`config.mk`:
```
export PLATFORM = sky130hd
export DESIGN_NAME = btn_step_counter
export DESIGN_NICKNAME = d
export VERILOG_FILES = /design/src/rtl/btn_step_pkg.sv /design/src/rtl/btn_debounce.sv /design/src/rtl/btn_step_counter.sv
export SDC_FILE = /design/constraint.sdc
export NUM_CORES = 1
export LEC_CHECK = 0
export ABC_AREA = 1
export CORE_MARGIN = 1
export CORE_UTILIZATION = 48
export DETAILED_ROUTE_END_ITERATION = 12
export PLACE_DENSITY_LB_ADDON = 0.2
export SLEW_MARGIN = 40
export SYNTH_ARGS = -nofsm -noshare
export SYNTH_HDL_FRONTEND = slang
export SYNTH_SLANG_ARGS = --single-unit
```
`constraint.sdc`:
```
create_clock -name clk -period 4.02 [get_ports clk]
set_input_delay 0.804 -clock clk [delete_from_list [all_inputs] [get_ports clk]]
set_output_delay 0.804 -clock clk [all_outputs]
set_load 0.02 [all_outputs]
```
`src/rtl/btn_step_pkg.sv`:
```
// Shared command encoding, button indices and priority decode for btn_step_counter.
package btn_step_pkg;

  typedef enum logic [2:0] {
    CMD_HOLD,
    CMD_CLEAR,
    CMD_INC,
    CMD_DEC,
    CMD_DEC1
  } cmd_t;

  localparam int BTN_DEC1 = 0;
  localparam int BTN_CLR  = 1;
  localparam int BTN_INC  = 2;
  localparam int BTN_DEC  = 3;

  // CLEAR wins over everything; INC+DEC together cancel out to HOLD.
  function automatic cmd_t decode_cmd(input logic [3:0] p);
    cmd_t c;
    if (p[BTN_CLR])                  c = CMD_CLEAR;
    else if (p[BTN_INC] && p[BTN_DEC]) c = CMD_HOLD;
    else if (p[BTN_INC])             c = CMD_INC;
    else if (p[BTN_DEC])             c = CMD_DEC;
    else if (p[BTN_DEC1])            c = CMD_DEC1;
    else                             c = CMD_HOLD;
    return c;
  endfunction

endpackage

```
`src/rtl/btn_debounce.sv`:
```
// Two-flop synchroniser plus hold-time debounce for one raw push-button.
// Output pressed is normalised so that 1 means the button is held down.
module btn_debounce #(
  parameter int DEB_CYCLES = 65536,
  parameter int ACTIVE_LOW = 1
) (
  input  logic clk,
  input  logic rst_n,
  input  logic raw,
  output logic pressed
);

  localparam int            CW       = (DEB_CYCLES > 1) ? $clog2(DEB_CYCLES) : 1;
  localparam logic [CW-1:0] CNT_LAST = CW'(DEB_CYCLES - 1);
  localparam logic          INV      = (ACTIVE_LOW != 0);

  logic [1:0]    sync;
  logic [CW-1:0] cnt;
  logic          lvl;

  assign lvl = sync[1] ^ INV;

  // Sync flops reset to the released raw level so no false press follows reset.
  always_ff @(posedge clk or negedge rst_n) begin
    if (!rst_n) begin
      sync    <= {2{INV}};
      cnt     <= '0;
      pressed <= 1'b0;
    end else begin
      sync <= {sync[0], raw};
      if (lvl == pressed) begin
        cnt <= '0;
      end else if (cnt == CNT_LAST) begin
        pressed <= lvl;
        cnt     <= '0;
      end else begin
        cnt <= cnt + 1'b1;
      end
    end
  end

endmodule

```
`src/rtl/btn_step_counter.sv`:
```
// Button-driven up/down LED counter with debounce, enable-tick divider and wrap/saturate.
// Define BTN_STEP_EDGE_MODE_EN for one step per press; default repeats while held.
module btn_step_counter
  import btn_step_pkg::*;
#(
  parameter int              WIDTH          = 8,
  parameter int              DIV            = 10000000,
  parameter longint unsigned STEP           = 2,
  parameter int              DEB_CYCLES     = 65536,
  parameter int              SAT_MODE       = 0,
  parameter int              BTN_ACTIVE_LOW = 1
) (
  input  logic             clk,
  input  logic             rst_n,
  input  logic [3:0]       button,
  output logic [WIDTH-1:0] count,
  output logic [WIDTH-1:0] led,
  output logic             tick,
  output logic             at_max,
  output logic             at_min
);

  localparam int               DW       = $clog2(DIV);
  localparam logic [DW-1:0]    DIV_LAST = DW'(DIV - 1);
  localparam logic [WIDTH:0]   STEP_X   = (WIDTH+1)'(STEP);
  localparam logic [WIDTH:0]   ONE_X    = (WIDTH+1)'(1);
  localparam logic [WIDTH-1:0] CNT_MAX  = '1;
  localparam logic             SAT      = (SAT_MODE != 0);

  logic [3:0]       pressed;
  logic [DW-1:0]    div;
  cmd_t             cmd;
  logic [WIDTH:0]   sum, diff, dec1;
  logic [WIDTH-1:0] nxt;

  for (genvar i = 0; i < 4; i++) begin : g_btn
    btn_debounce #(
      .DEB_CYCLES(DEB_CYCLES),
      .ACTIVE_LOW(BTN_ACTIVE_LOW)
    ) u_deb (
      .clk    (clk),
      .rst_n  (rst_n),
      .raw    (button[i]),
      .pressed(pressed[i])
    );
  end

  always_ff @(posedge clk or negedge rst_n) begin
    if (!rst_n)                div <= '0;
    else if (div == DIV_LAST)  div <= '0;
    else                       div <= div + 1'b1;
  end

  assign tick = (div == DIV_LAST);

`ifdef BTN_STEP_EDGE_MODE_EN
  logic [3:0] pressed_q, pending, rise;

  assign rise = pressed & ~pressed_q;

  // A rise landing on the tick cycle is carried into the next tick's window.
  always_ff @(posedge clk or negedge rst_n) begin
    if (!rst_n) begin
      pressed_q <= '0;
      pending   <= '0;
    end else begin
      pressed_q <= pressed;
      if (tick) pending <= rise;
      else      pending <= pending | rise;
    end
  end

  assign cmd = decode_cmd(pending);
`else
  assign cmd = decode_cmd(pressed);
`endif

  // The extra top bit of each result flags overflow/underflow.
  always_comb begin
    sum  = {1'b0, count} + STEP_X;
    diff = {1'b0, count} - STEP_X;
    dec1 = {1'b0, count} - ONE_X;
    nxt  = count;
    case (cmd)
      CMD_CLEAR: nxt = '0;
      CMD_INC:   nxt = (SAT && sum[WIDTH])  ? CNT_MAX : sum[WIDTH-1:0];
      CMD_DEC:   nxt = (SAT && diff[WIDTH]) ? '0      : diff[WIDTH-1:0];
      CMD_DEC1:  nxt = (SAT && dec1[WIDTH]) ? '0      : dec1[WIDTH-1:0];
      default:   nxt = count;
    endcase
  end

  always_ff @(posedge clk or negedge rst_n) begin
    if (!rst_n)    count <= '0;
    else if (tick) count <= nxt;
  end

  assign led    = ~count;
  assign at_max = (count == CNT_MAX);
  assign at_min = (count == '0);

endmodule
```
==> impl_results.md, run 1 <==
* Result of the run: finished, final reports clean
* Combined area of the multi-input logic cells at 0.003005 mm^2
* Most frequently used cell type in the post-synthesis netlist: sky130_fd_sc_hd__nand2_1
* Buffers added on ports at 24
* XOR/XNOR share of the synthesized area at just over 8%
* Cell area after synthesis at 0.006117 mm^2
* Total routing resource utilization after global routing at ~21%
* Residual DRC at 0
* Critical path fanouts, max at 8
* Dominant combinational cell family by area after synthesis: simple AND/OR/NAND/NOR gates
* Site Rows at 40
* Max IR drop VDD at about 0.00015 V
* Count of unique library cells instantiated by Yosys at 33
* Total inserted antenna cells at 0
* Drt via density at roughly 5.2
* Final setup violating endpoints at 0
* FF-to-FF setup slack at 1.42 ns
* Portion of netlist area occupied by mux cells at less than 1%
* Area leader, netlist: sky130_fd_sc_hd__dfrtp_1
* Total number of yosys warnings at 0
* Number of fill cells in the layout at between 1k and 1.5k
* Die ar. at between 0.01 and 0.015 mm^2
* Number of synthesized register bits at around 110
* Total power density per cell area at between 200 and 300 mW/mm^2
* Top cells by count, synth: 163 x sky130_fd_sc_hd__nand2_1, 118 x sky130_fd_sc_hd__nor2_1, 100 x sky130_fd_sc_hd__dfrtp_1, 92 x sky130_fd_sc_hd__inv_1, 73 x sky130_fd_sc_hd__nand3_1
* Required time worst endpoint at ~3.2 ns
* Post-Synth Simple-Gate Area at 34.22%
* Maximum level of the CTS H-tree at 3
* Drt initial violations at approximately 260
* Clk slew on worst S/H paths at approximately 0.070 ns
* Placeable Area at approximately 0.012 mm^2
* Classification of the worst setup path: flip-flop to output port
* Total area of sequential cells at 0.002713 mm^2
* Gates resized, CTS repair at 0
* Starting utilization of the core area at between 50% and 60%
* Pins over their slew limit at 0
* Ranking of synthesized cells by area: sky130_fd_sc_hd__dfrtp_1 41%, sky130_fd_sc_hd__nand2_1 10%, sky130_fd_sc_hd__nor2_1 7.2%
* Post-detail-place hpwl at between 9000 and 10,000 um
* Inserted Clock Buffers at 9
* Flip-flop cell with the highest count after synthesis: sky130_fd_sc_hd__dfrtp_1
* Clk_skew at about 0.007 ns
* Worst Path Arrival at 2.34 ns
* Register area share after synthesis at between 40% and 50%
* First-pass DRT Iterations at 6
* First-pass GRT wire length at approximately 22,000 um
* Startpoint types: flip-flop
* Final cell area excluding filler cells at 0.006829 mm^2
* Actual transition at the worst max-transition pin at around 0.70 ns
* Die W at approximately 110 um
* Detailed-route via count at roughly 5.1k
* Adder and majority cell fraction of the synthesized area at roughly 3.4%
* Final Wtd Congestion at between 0.9 and 1
* Clock tree from TritonCTS: yes
* Final hold violation count at 0
* Number of buffers added for setup after CTS at 0
* Average wire length per cell after detail routing at 13.12 um
* Largest net degree at the start of global routing at just over 60
* Worst Setup End Kind: output port
* Initial antenna violation count at 0
* Final min period at roughly 3.1 ns
* Quantity of hold-fixing buffers added after cts at 0
* Post-detailed-route count of antenna-violating nets at 0
* Insertion delay of the later-clocked pin in the worst-skew pair at roughly 0.36 ns
* Avg Cell Area, Syn at approximately 7.8 um^2
* I/O pin total at 25
* Async S/R FF share, synth at 100.0%
* Clock Tree Root: sky130_fd_sc_hd__clkbuf_16
* Die Y-Extent at between 100 and 150 um
* Worst hold-check path type: flip-flop to flip-flop
* Final core occ at between 50% and 60%
* Area share of the leading cell type in the synthesized netlist at roughly 40%
* Placed cell area at about 0.0065 mm^2
* Setup TNS at 0 ns
* Synth Area in Compound Gates at about 2.9%
* FMAX at about 320 MHz
* Number of nets in the layout at roughly 830
* Total leakage power at roughly 3.0 nW
* Max Root-Sink Buffers at 2
* Max-capacitance violation count at 0
* Area growth from synthesis to layout at 11.64%
* Count of flip-flops with a built-in enable after synthesis at 0
* Synth Net Count at between 800 and 900
* Relative max-transition margin at between 50% and 60%
* Number of instances in the synthesized netlist at 781
* Final worst path period share at between 70% and 80%
* Unrepaired setup endpoints after global routing: no
* Sum of overflow across all layers after global routing at 0
* Share of post-route cells with drive strength above 1 at 5.753%
* Total wire length at ~13,000 um
* Vias in the first global route at just under 5k
* Clock sink count at roughly 110
[cells in the final DEF, fill, tap and decap left out, types with 5 or more instances in the layout]
cell / count
sky130_fd_sc_hd__nor2_1: 118
sky130_fd_sc_hd__nor4_1: 7
sky130_fd_sc_hd__dfstp_2: 8
sky130_fd_sc_hd__o21ai_0: 6
sky130_fd_sc_hd__dfrtp_1: 100
sky130_fd_sc_hd__inv_1: 92
sky130_fd_sc_hd__nor3_1: 48
sky130_fd_sc_hd__clkdlybuf4s50_1: 23
sky130_fd_sc_hd__nor3b_1: 9
sky130_fd_sc_hd__nand4_1: 28
sky130_fd_sc_hd__o21ai_1: 5
sky130_fd_sc_hd__a21oi_1: 12
sky130_fd_sc_hd__nand2_1: 163
sky130_fd_sc_hd__xnor2_1: 16
sky130_fd_sc_hd__ha_1: 15
sky130_fd_sc_hd__xor2_1: 41
sky130_fd_sc_hd__nand3_1: 73
sky130_fd_sc_hd__clkbuf_16: 9
sky130_fd_sc_hd__inv_2: 5
[flip-flops by register name, indices dropped and copies added, names as in the netlist]
register / flops
count: 8
g_btn.u_deb.pressed: 4
div: 24
g_btn.u_deb.cnt: 64
g_btn.u_deb.sync: 8
[worst paths after layout]
path / start / endpoint / depth (start not counted)
min in group asynchronous: rst_n / g_btn[2].u_deb.cnt[12] / 1
setup reg to reg: g_btn[2].u_deb.pressed / count[5] / 16
hold / removal: g_btn[3].u_deb.sync[0] / g_btn[3].u_deb.sync[1] / 0
hold reg to reg: g_btn[3].u_deb.sync[0] / g_btn[3].u_deb.sync[1] / 0
setup / recovery: div[0] / tick / 6
max in group asynchronous: rst_n / g_btn[3].u_deb.sync[0] / 2
[area by class of cell]
type	count	area share (%)
Inverter	98	5.387
Multi-Input combinational cell	569	44.01
Timing Repair Buffer	26	3.756
Sequential cell	108	39.72
Clock inverter	7	0.7512
Clock buffer	9	3.298
Tap cell	168	3.078
[where the power goes]
group | total (mW) | switching [mW] | internal, mW
combinational | 0.0556 | 0.0398 | 0.0158
sequential | 1.11 | 0.0105 | 1.10
clock | 0.836 | 0.414 | 0.422
total | 2.01 | 0.464 | 1.54
[worst max-delay path, stage by stage, from the launching register on]
cell and delay [ns]:
sky130_fd_sc_hd__dfrtp_1 0.39, sky130_fd_sc_hd__ha_1 0.24, sky130_fd_sc_hd__nand2_1 0.13, sky130_fd_sc_hd__nor2_2 0.21
sky130_fd_sc_hd__nand3_1 0.14, sky130_fd_sc_hd__nor2_4 0.23, sky130_fd_sc_hd__clkdlybuf4s50_1 0.64
[through the flow]
step / hold slack (ns) / worst slack [ns] / instances / total power, mW
6_report: 0.3572 / 0.8796 / 985 / 2.005
5_1_grt: 0.3638 / 0.7129 / 985 / 2.080
4_1_cts: 0.3585 / 0.8429 / 985 / 2.029
3_5_place_dp: 0.3484 / 1.246 / 969 / 1.192
3_3_place_gp: 0.3463 / 1.259 / 969 / 1.190
2_1_floorplan: 0.3452 / 1.709 / 781 / 1.156
[cell families after synthesis]
family / after synthesis
DFF: 108
adders and majority gates: 16
muxes: 3
xor gates and xnor gates: 57
AOI/OAI and AO/OA: 31
and+or+nand+nor: 462
buffers and inverters: 104
[per-layer routing]
layer	wire length [um]	global-route usage, %	up-vias
li1	-	-	2588
met2	5718	32.61	104
met3	611	3.268	17
met4	213	8.139	0
met1	6377	30.94	2406
met5	0	0	-
(Power assumes the default switching activity.)
==> run 2: changes to the inputs <==
==> constraint.sdc (replaced) <==
create_clock -name clk -period 2.81 [get_ports clk]
set_input_delay 0.562 -clock clk [delete_from_list [all_inputs] [get_ports clk]]
set_output_delay 0.562 -clock clk [all_outputs]
set_load 0.02 [all_outputs]
==> run 2 against run 1 <==
  * Cell count increased by 0.10%
  * Clock skew about the same
  * Sequential power increased by 43%
  * Via count about the same
  * First-iteration DRC count increased by 1.9%
  * Clock power increased by 51%
  * Largest cell class unchanged
  * Critical endpoint is now at_min
==> impl_results.md, run 2 (synthesized netlist as in run 1, its figures left out) <==
* Clk_skew at 0.007405 ns (was 0.007033 ns)
* Unrepaired setup endpoints after global routing: no (unchanged)
* First-pass DRT Iterations at 5 (was 6)
* Reg with most FFs: g_btn.u_deb.cnt (unchanged)
* Clock sink count at 108 (unchanged)
* Site Rows at 40 (unchanged)
* Max-capacitance violation count at 0 (unchanged)
* Critical path fanouts, max at 7 (was 8)
* Number of nets in the layout at 835 (was 834)
* Worst Path Arrival at 2.13 ns (was 2.34 ns)
* Share of post-route cells with drive strength above 1 at 6.112% (was 5.753%)
* Max IR drop VDD at 0.0003109 V (was 0.0001538 V)
* Total power draw at 2.929 mW (was 2.005 mW)
* Detailed-route via count at 5,114 (was 5,115)
* I/O pin total at 25 (unchanged)
* Post-detail-place hpwl at 9477 um (was 9500 um)
* Max stage delay cell, worst path: sky130_fd_sc_hd__clkdlybuf4s50_1 (unchanged)
* Most common library cell in the layout ignoring fill and taps: sky130_fd_sc_hd__nand2_1 (unchanged)
* Die ar. at 0.01320 mm^2 (unchanged)
* Sum of overflow across all layers after global routing at 0 (unchanged)
* Critical Path, Cell by Cell: inv_1 -> ha_1 -> nand3_1 -> nor2_1 -> clkdlybuf4s50_1 (was ha_1 -> nand2_1 -> nor2_2 -> nand3_1 -> nor2_4 -> clkdlybuf4s50_1)
* Max Root-Sink Buffers at 2 (unchanged)
* Largest net degree at the start of global routing at 49 (was 61)
* Drt via density at 5.187 (was 5.193)
* Required time worst endpoint at 2.25 ns (was 3.22 ns)
* Worst hold-check path type: input port to asynchronous set/reset pin (was flip-flop to flip-flop)
* Final setup violating endpoints at 0 (unchanged)
* Actual transition at the worst max-transition pin at 0.6575 ns (was 0.7047 ns)
* Worst hold slack at 0.1958 ns (was 0.3572 ns)
* Starting utilization of the core area at 50.09% (unchanged)
* Final hold violation count at 0 (unchanged)
* Total leakage power at 3.013 nW (was 2.987 nW)
* Delay contributed by the slowest stage of the critical path at 0.62 ns (was 0.64 ns)
* Average wire length per cell after detail routing at 13.04 um (was 13.12 um)
* Setup TNS at 0 ns (unchanged)
* Final core occ at 56.18% (was 55.92%)
* Classification of the worst setup path: flip-flop to output port (unchanged)
* Area growth from synthesis to layout at 12.15% (was 11.64%)
* Final worst path period share at 95.85%
* Pins over their slew limit at 0 (unchanged)
* Insertion delay of the later-clocked pin in the worst-skew pair at 0.36 ns (about the same)
* FF-to-FF setup slack at 0.38 ns (was 1.42 ns)
* Number of fill cells in the layout at 1,158 (was 1,173)
* Final Wtd Congestion at 0.8882 (was 0.9270)
* Buffers added on ports at 24 (unchanged)
* Placeable Area at 0.01221 mm^2 (unchanged)
* Post-detailed-route count of antenna-violating nets at 0 (unchanged)
* Clock tree from TritonCTS: yes (unchanged)
* Total routing resource utilization after global routing at 21.51% (was 21.43%)
* Clk slew on worst S/H paths at 0.08 ns (was 0.07 ns)
* Residual DRC at 0 (unchanged)
* First-pass GRT wire length at 22,510 um (was 22,410 um)
* Number of flip-flops under the largest register name at 64 (unchanged)
* Die Y-Extent at 114.9 um (unchanged)
* Number of buffers added for setup after CTS at 0 (unchanged)
* Final min period at approximately 2.7 ns
* Count of buffering cells on the critical path with inverters included at 2 (was 1)
* Inserted Clock Buffers at 9 (unchanged)
* Vias in the first global route at 4,913 (was 4,852)
* Total wire length at 12,860 um (was 12,920 um)
* Total power density per cell area at 426.9 mW/mm^2 (was 293.6 mW/mm^2)
* Result of the run: finished, final reports clean (unchanged)
* Startpoint types: flip-flop (unchanged)
* Clock Tree Root: sky130_fd_sc_hd__clkbuf_16 (unchanged)
* Worst Setup End Kind: output port (unchanged)
* Die W at 114.9 um (unchanged)
* Relative max-transition margin at 55.76% (was 52.58%)
* Total inserted antenna cells at 0 (unchanged)
* Registers with the most flip-flops: g_btn.u_deb.cnt x64, div x24 (unchanged)
* Family with the most delay on the worst path: buffers and inverters (was simple AND/OR/NAND/NOR gates)
* FMAX at roughly 370 MHz
* Drt initial violations at 263 (was 258)
* Initial antenna violation count at 0 (unchanged)
* Most frequent cells in the layout: 163 x sky130_fd_sc_hd__nand2_1, 117 x sky130_fd_sc_hd__nor2_1, 100 x sky130_fd_sc_hd__dfrtp_1, 91 x sky130_fd_sc_hd__inv_1, 73 x sky130_fd_sc_hd__nand3_1 (was 163 x sky130_fd_sc_hd__nand2_1, 118 x sky130_fd_sc_hd__nor2_1, 100 x sky130_fd_sc_hd__dfrtp_1, 92 x sky130_fd_sc_hd__inv_1, 73 x sky130_fd_sc_hd__nand3_1)
* Maximum level of the CTS H-tree at 3 (unchanged)
[run 2: worst paths after layout]
path,startpoint,end,cells past startpoint
worst max register to register,g_btn[2].u_deb.pressed,count[4],15
max in group asynchronous,rst_n,g_btn[1].u_deb.sync[1],2
worst min register to register,g_btn[0].u_deb.sync[0],g_btn[0].u_deb.sync[1],0
min in group clk,g_btn[0].u_deb.sync[0],g_btn[0].u_deb.sync[1],0
worst min-delay path,rst_n,g_btn[2].u_deb.cnt[12],1
worst max-delay path,count[1],at_min,5
[run 2: timing repair]
item                                    4_1_cts  5_1_grt
endpoints found under the setup margin        1        3
hold buffers                                  0        0
resized for setup                             1        2
[run 2: stage by stage]
step | area (um^2) | std cells | setup slack, ns
2_1_floorplan | 6117 | 781 | 0.5674
3_3_place_gp | 6569 | 970 | 0.3893
3_5_place_dp | 6569 | 970 | 0.3254
4_1_cts | 6858 | 986 | 0.1403
5_1_grt | 6860 | 986 | 0.03294
6_report | 6860 | 986 | 0.1166
[run 2: report_power, final]
group	internal [mW]	switching [mW]
clock	0.627	0.628
combinational	0.0242	0.0570
sequential	1.58	0.0149
total	2.23	0.700
[run 2: per-layer routing]
metal  track usage (%)  vias to the layer above  routed length [um]
met5                 0                        -                   0
met4             9.351                        0                 213
met3             3.743                       16                 556
met2             33.86                       98                5865
met1             29.29                     2405                6223
li1                  -                     2595                   -
[run 2: layout make-up]
| class | count | area [um^2] | area share [%] |
|---|---|---|---|
| multi-input combinational | 569 | 3008 | 43.84 |
| sequential | 108 | 2713 | 39.54 |
| inverter | 98 | 367.9 | 5.362 |
| timing repair buffer | 27 | 271.5 | 3.958 |
| clock buffer | 9 | 225.2 | 3.283 |
| tap | 168 | 210.2 | 3.064 |
| clock inverter | 7 | 65.06 | 0.9484 |
==> run 3: changes to the inputs <==
--- a/config.mk
+++ b/config.mk
@@ -6,8 +6,10 @@
 export NUM_CORES = 1
 export LEC_CHECK = 0
 export ABC_AREA = 1
+export CORE_ASPECT_RATIO = 0.5
 export CORE_MARGIN = 1
-export CORE_UTILIZATION = 48
+export CORE_UTILIZATION = 30
+export CTS_CLUSTER_SIZE = 28
 export DETAILED_ROUTE_END_ITERATION = 12
 export PLACE_DENSITY_LB_ADDON = 0.2
 export SLEW_MARGIN = 40
==> run 3 against run 2 <==
  * Global-route usage shrank 7.8 points
  * Final area grew 1.9%
  * Worst hold slack lost 0.054 ns
  * Fmax grew 2.0%
  * Worst setup slack gained 0.054 ns
  * Largest power group unchanged
==> impl_results.md, run 3 (synthesized netlist as in run 1, its figures left out) <==
* Site Rows at 36 (was 40)
* Residual DRC at 0 (unchanged)
* Actual transition at the worst max-transition pin at 0.6537 ns (was 0.6575 ns)
* Reg with most FFs: g_btn.u_deb.cnt (unchanged)
* Detailed-route via count at 4,942 (was 5,114)
* Classification of the worst setup path: flip-flop to output port (unchanged)
* I/O pin total at 25 (unchanged)
* Placeable Area at 0.01973 mm^2 (was 0.01221 mm^2)
* Post-detailed-route count of antenna-violating nets at 0 (unchanged)
* Highest metal layer with signal wires: met4 (unchanged)
* Max IR drop VDD at 0.0002605 V (was 0.0003109 V)
* Insertion delay of the later-clocked pin in the worst-skew pair at 0.35 ns (was 0.36 ns)
* Max stage delay cell, worst path: sky130_fd_sc_hd__clkdlybuf4s50_1 (unchanged)
* Average wire length per cell after detail routing at 12.06 um (was 13.04 um)
* Most frequent cells in the layout: 163 x sky130_fd_sc_hd__nand2_1, 118 x sky130_fd_sc_hd__nor2_1, 100 x sky130_fd_sc_hd__dfrtp_1, 91 x sky130_fd_sc_hd__inv_1, 73 x sky130_fd_sc_hd__nand3_1 (was 163 x sky130_fd_sc_hd__nand2_1, 117 x sky130_fd_sc_hd__nor2_1, 100 x sky130_fd_sc_hd__dfrtp_1, 91 x sky130_fd_sc_hd__inv_1, 73 x sky130_fd_sc_hd__nand3_1)
* Relative max-transition margin at 56.02% (was 55.76%)
* Clk_skew at 0.009219 ns (was 0.007405 ns)
* Family with the most delay on the worst path: buffers and inverters (unchanged)
* Sum of overflow across all layers after global routing at 0 (unchanged)
* Quantity of hold-fixing buffers added after cts at 0 (unchanged)
* Vias in the first global route at 4,865 (was 4,913)
* Die Y-Extent at 103.0 um (was 114.9 um)
* Worst Setup End Kind: output port (unchanged)
* Met1 Wirelength at 6615 um (was 6223 um)
* Area growth from synthesis to layout at 14.28% (was 12.15%)
* Final worst path period share at 93.94% (was 95.85%)
* Maximum level of the CTS H-tree at 3 (unchanged)
* Required time worst endpoint at 2.25 ns (about the same)
* Total inserted antenna cells at 0 (unchanged)
* Post-detail-place hpwl at 9753 um (was 9477 um)
* Number of nets in the layout at 835 (unchanged)
* Largest net degree at the start of global routing at 58 (was 49)
* Final cell count without fillers at 1,084 (was 986)
* Worst Path Arrival at 2.08 ns (was 2.13 ns)
* Die ar. at 0.02100 mm^2 (was 0.01320 mm^2)
* Starting utilization of the core area at 31.01% (was 50.09%)
* Inserted Clock Buffers at 9 (unchanged)
* Max Root-Sink Buffers at 2 (unchanged)
* Total leakage power at 3.013 nW (about the same)
* First-pass DRT Iterations at 4 (was 5)
* Result of the run: finished, final reports clean (unchanged)
* Number of buffers added for setup after CTS at 0 (unchanged)
* Drt initial violations at 255 (was 263)
* Initial antenna violation count at 0 (unchanged)
* Total power density per cell area at 426.7 mW/mm^2 (was 426.9 mW/mm^2)
* Buffers added on ports at 24 (unchanged)
* First-pass GRT wire length at 23,120 um (was 22,510 um)
* Worst hold-check path type: input port to asynchronous set/reset pin (unchanged)
* Delay contributed by the slowest stage of the critical path at 0.60 ns (was 0.62 ns)
* Setup TNS at 0 ns (unchanged)
* Met3 wire length at 369 um (was 556 um)
* Final hold violation count at 0 (unchanged)
* Drt via density at 4.559 (was 5.187)
* Total routing resource utilization after global routing at 13.74% (was 21.51%)
* Clk slew on worst S/H paths at 0.07 ns (was 0.08 ns)
* Unrepaired setup endpoints after global routing: no (unchanged)
* Share of post-route cells with drive strength above 1 at 5.746% (was 6.112%)
* Pins over their slew limit at 0 (unchanged)
* FF-to-FF setup slack at 0.35 ns (was 0.38 ns)
* Number of flip-flops under the largest register name at 64 (unchanged)
* Final min period at 2.640 ns (was 2.693 ns)
* Clock sink count at 108 (unchanged)
* Critical path fanouts, max at 7 (unchanged)
* Met2 wire length at 5903 um (was 5865 um)
* Max-capacitance violation count at 0 (unchanged)
* Registers with the most flip-flops: g_btn.u_deb.cnt x64, div x24 (unchanged)
* Total wire length at 13,070 um (was 12,860 um)
* Worst hold slack at 0.1420 ns (was 0.1958 ns)
* Die W at 203.9 um (was 114.9 um)
* Gates resized, CTS repair at 1 (unchanged)
* Clock Tree Root: sky130_fd_sc_hd__clkbuf_16 (unchanged)
* Count of buffering cells on the critical path with inverters included at 2 (unchanged)
* Startpoint types: flip-flop (unchanged)
* Final core occ at 35.43% (was 56.18%)
* Clock tree from TritonCTS: yes (unchanged)
* FMAX at 378.8 MHz (was 371.3 MHz)
* Most common library cell in the layout ignoring fill and taps: sky130_fd_sc_hd__nand2_1 (unchanged)
* Final setup violating endpoints at 0 (unchanged)
* Final Wtd Congestion at 0.8217 (was 0.8882)
* Critical Path, Cell by Cell: inv_1 -> ha_1 -> nand3_1 -> nor2_1 -> clkdlybuf4s50_1 (unchanged)
* Placed cell count at 1,068 (was 970)
-- run 3: final timing paths --
| kind | depth (start not counted) | end | startpoint |
|---|---|---|---|
| worst min register to register | 0 | g_btn[2].u_deb.sync[1] | g_btn[2].u_deb.sync[0] |
| worst max-delay path | 5 | at_min | count[1] |
| min in group clk | 0 | g_btn[2].u_deb.sync[1] | g_btn[2].u_deb.sync[0] |
| max in group asynchronous | 2 | g_btn[0].u_deb.sync[1] | rst_n |
| worst min-delay path | 1 | div[9] | rst_n |
| worst max register to register | 16 | count[5] | g_btn[2].u_deb.pressed |
-- run 3: routing by layer --
layer,global-route usage [%],vias up
li1,-,2597
met1,17.82,2281
met2,22.82,51
met3,3.161,13
met4,4.650,0
met5,0,-
-- run 3: cell type report --
cell class,count,area (um^2)
fill,2066,12740
multi-input combinational,569,3005
sequential,108,2713
inverter,98,367.9
tap,266,332.8
timing repair buffer,27,271.5
clock buffer,11,232.7
clock inverter,5,67.56
-- run 3: worst register-to-register path: cells and delay by family (launching register included) --
kind	cells	cell delay, ns
XOR/XNOR	1	0.14
adder cells (fa/ha/maj)	2	0.59
buffers and inverters	3	0.33
flip-flops	1	0.41
AND/OR/NAND/NOR	10	0.93
-- run 3: stage by stage --
stage	cell area [um^2]	power, mW	setup WS [ns]
finish	6990	2.983	0.1703
global route	6990	3.127	0.05543
CTS	6990	3.054	0.1714
detailed placement	6691	1.709	0.3027
global placement	6691	1.708	0.3632
floorplan	6117	1.654	0.5674
-- run 3: where the power goes --
part           internal [mW]  total [mW]  switching [mW]
registers               1.58        1.59          0.0145
clock network          0.707        1.31           0.601
logic                 0.0240      0.0825          0.0585
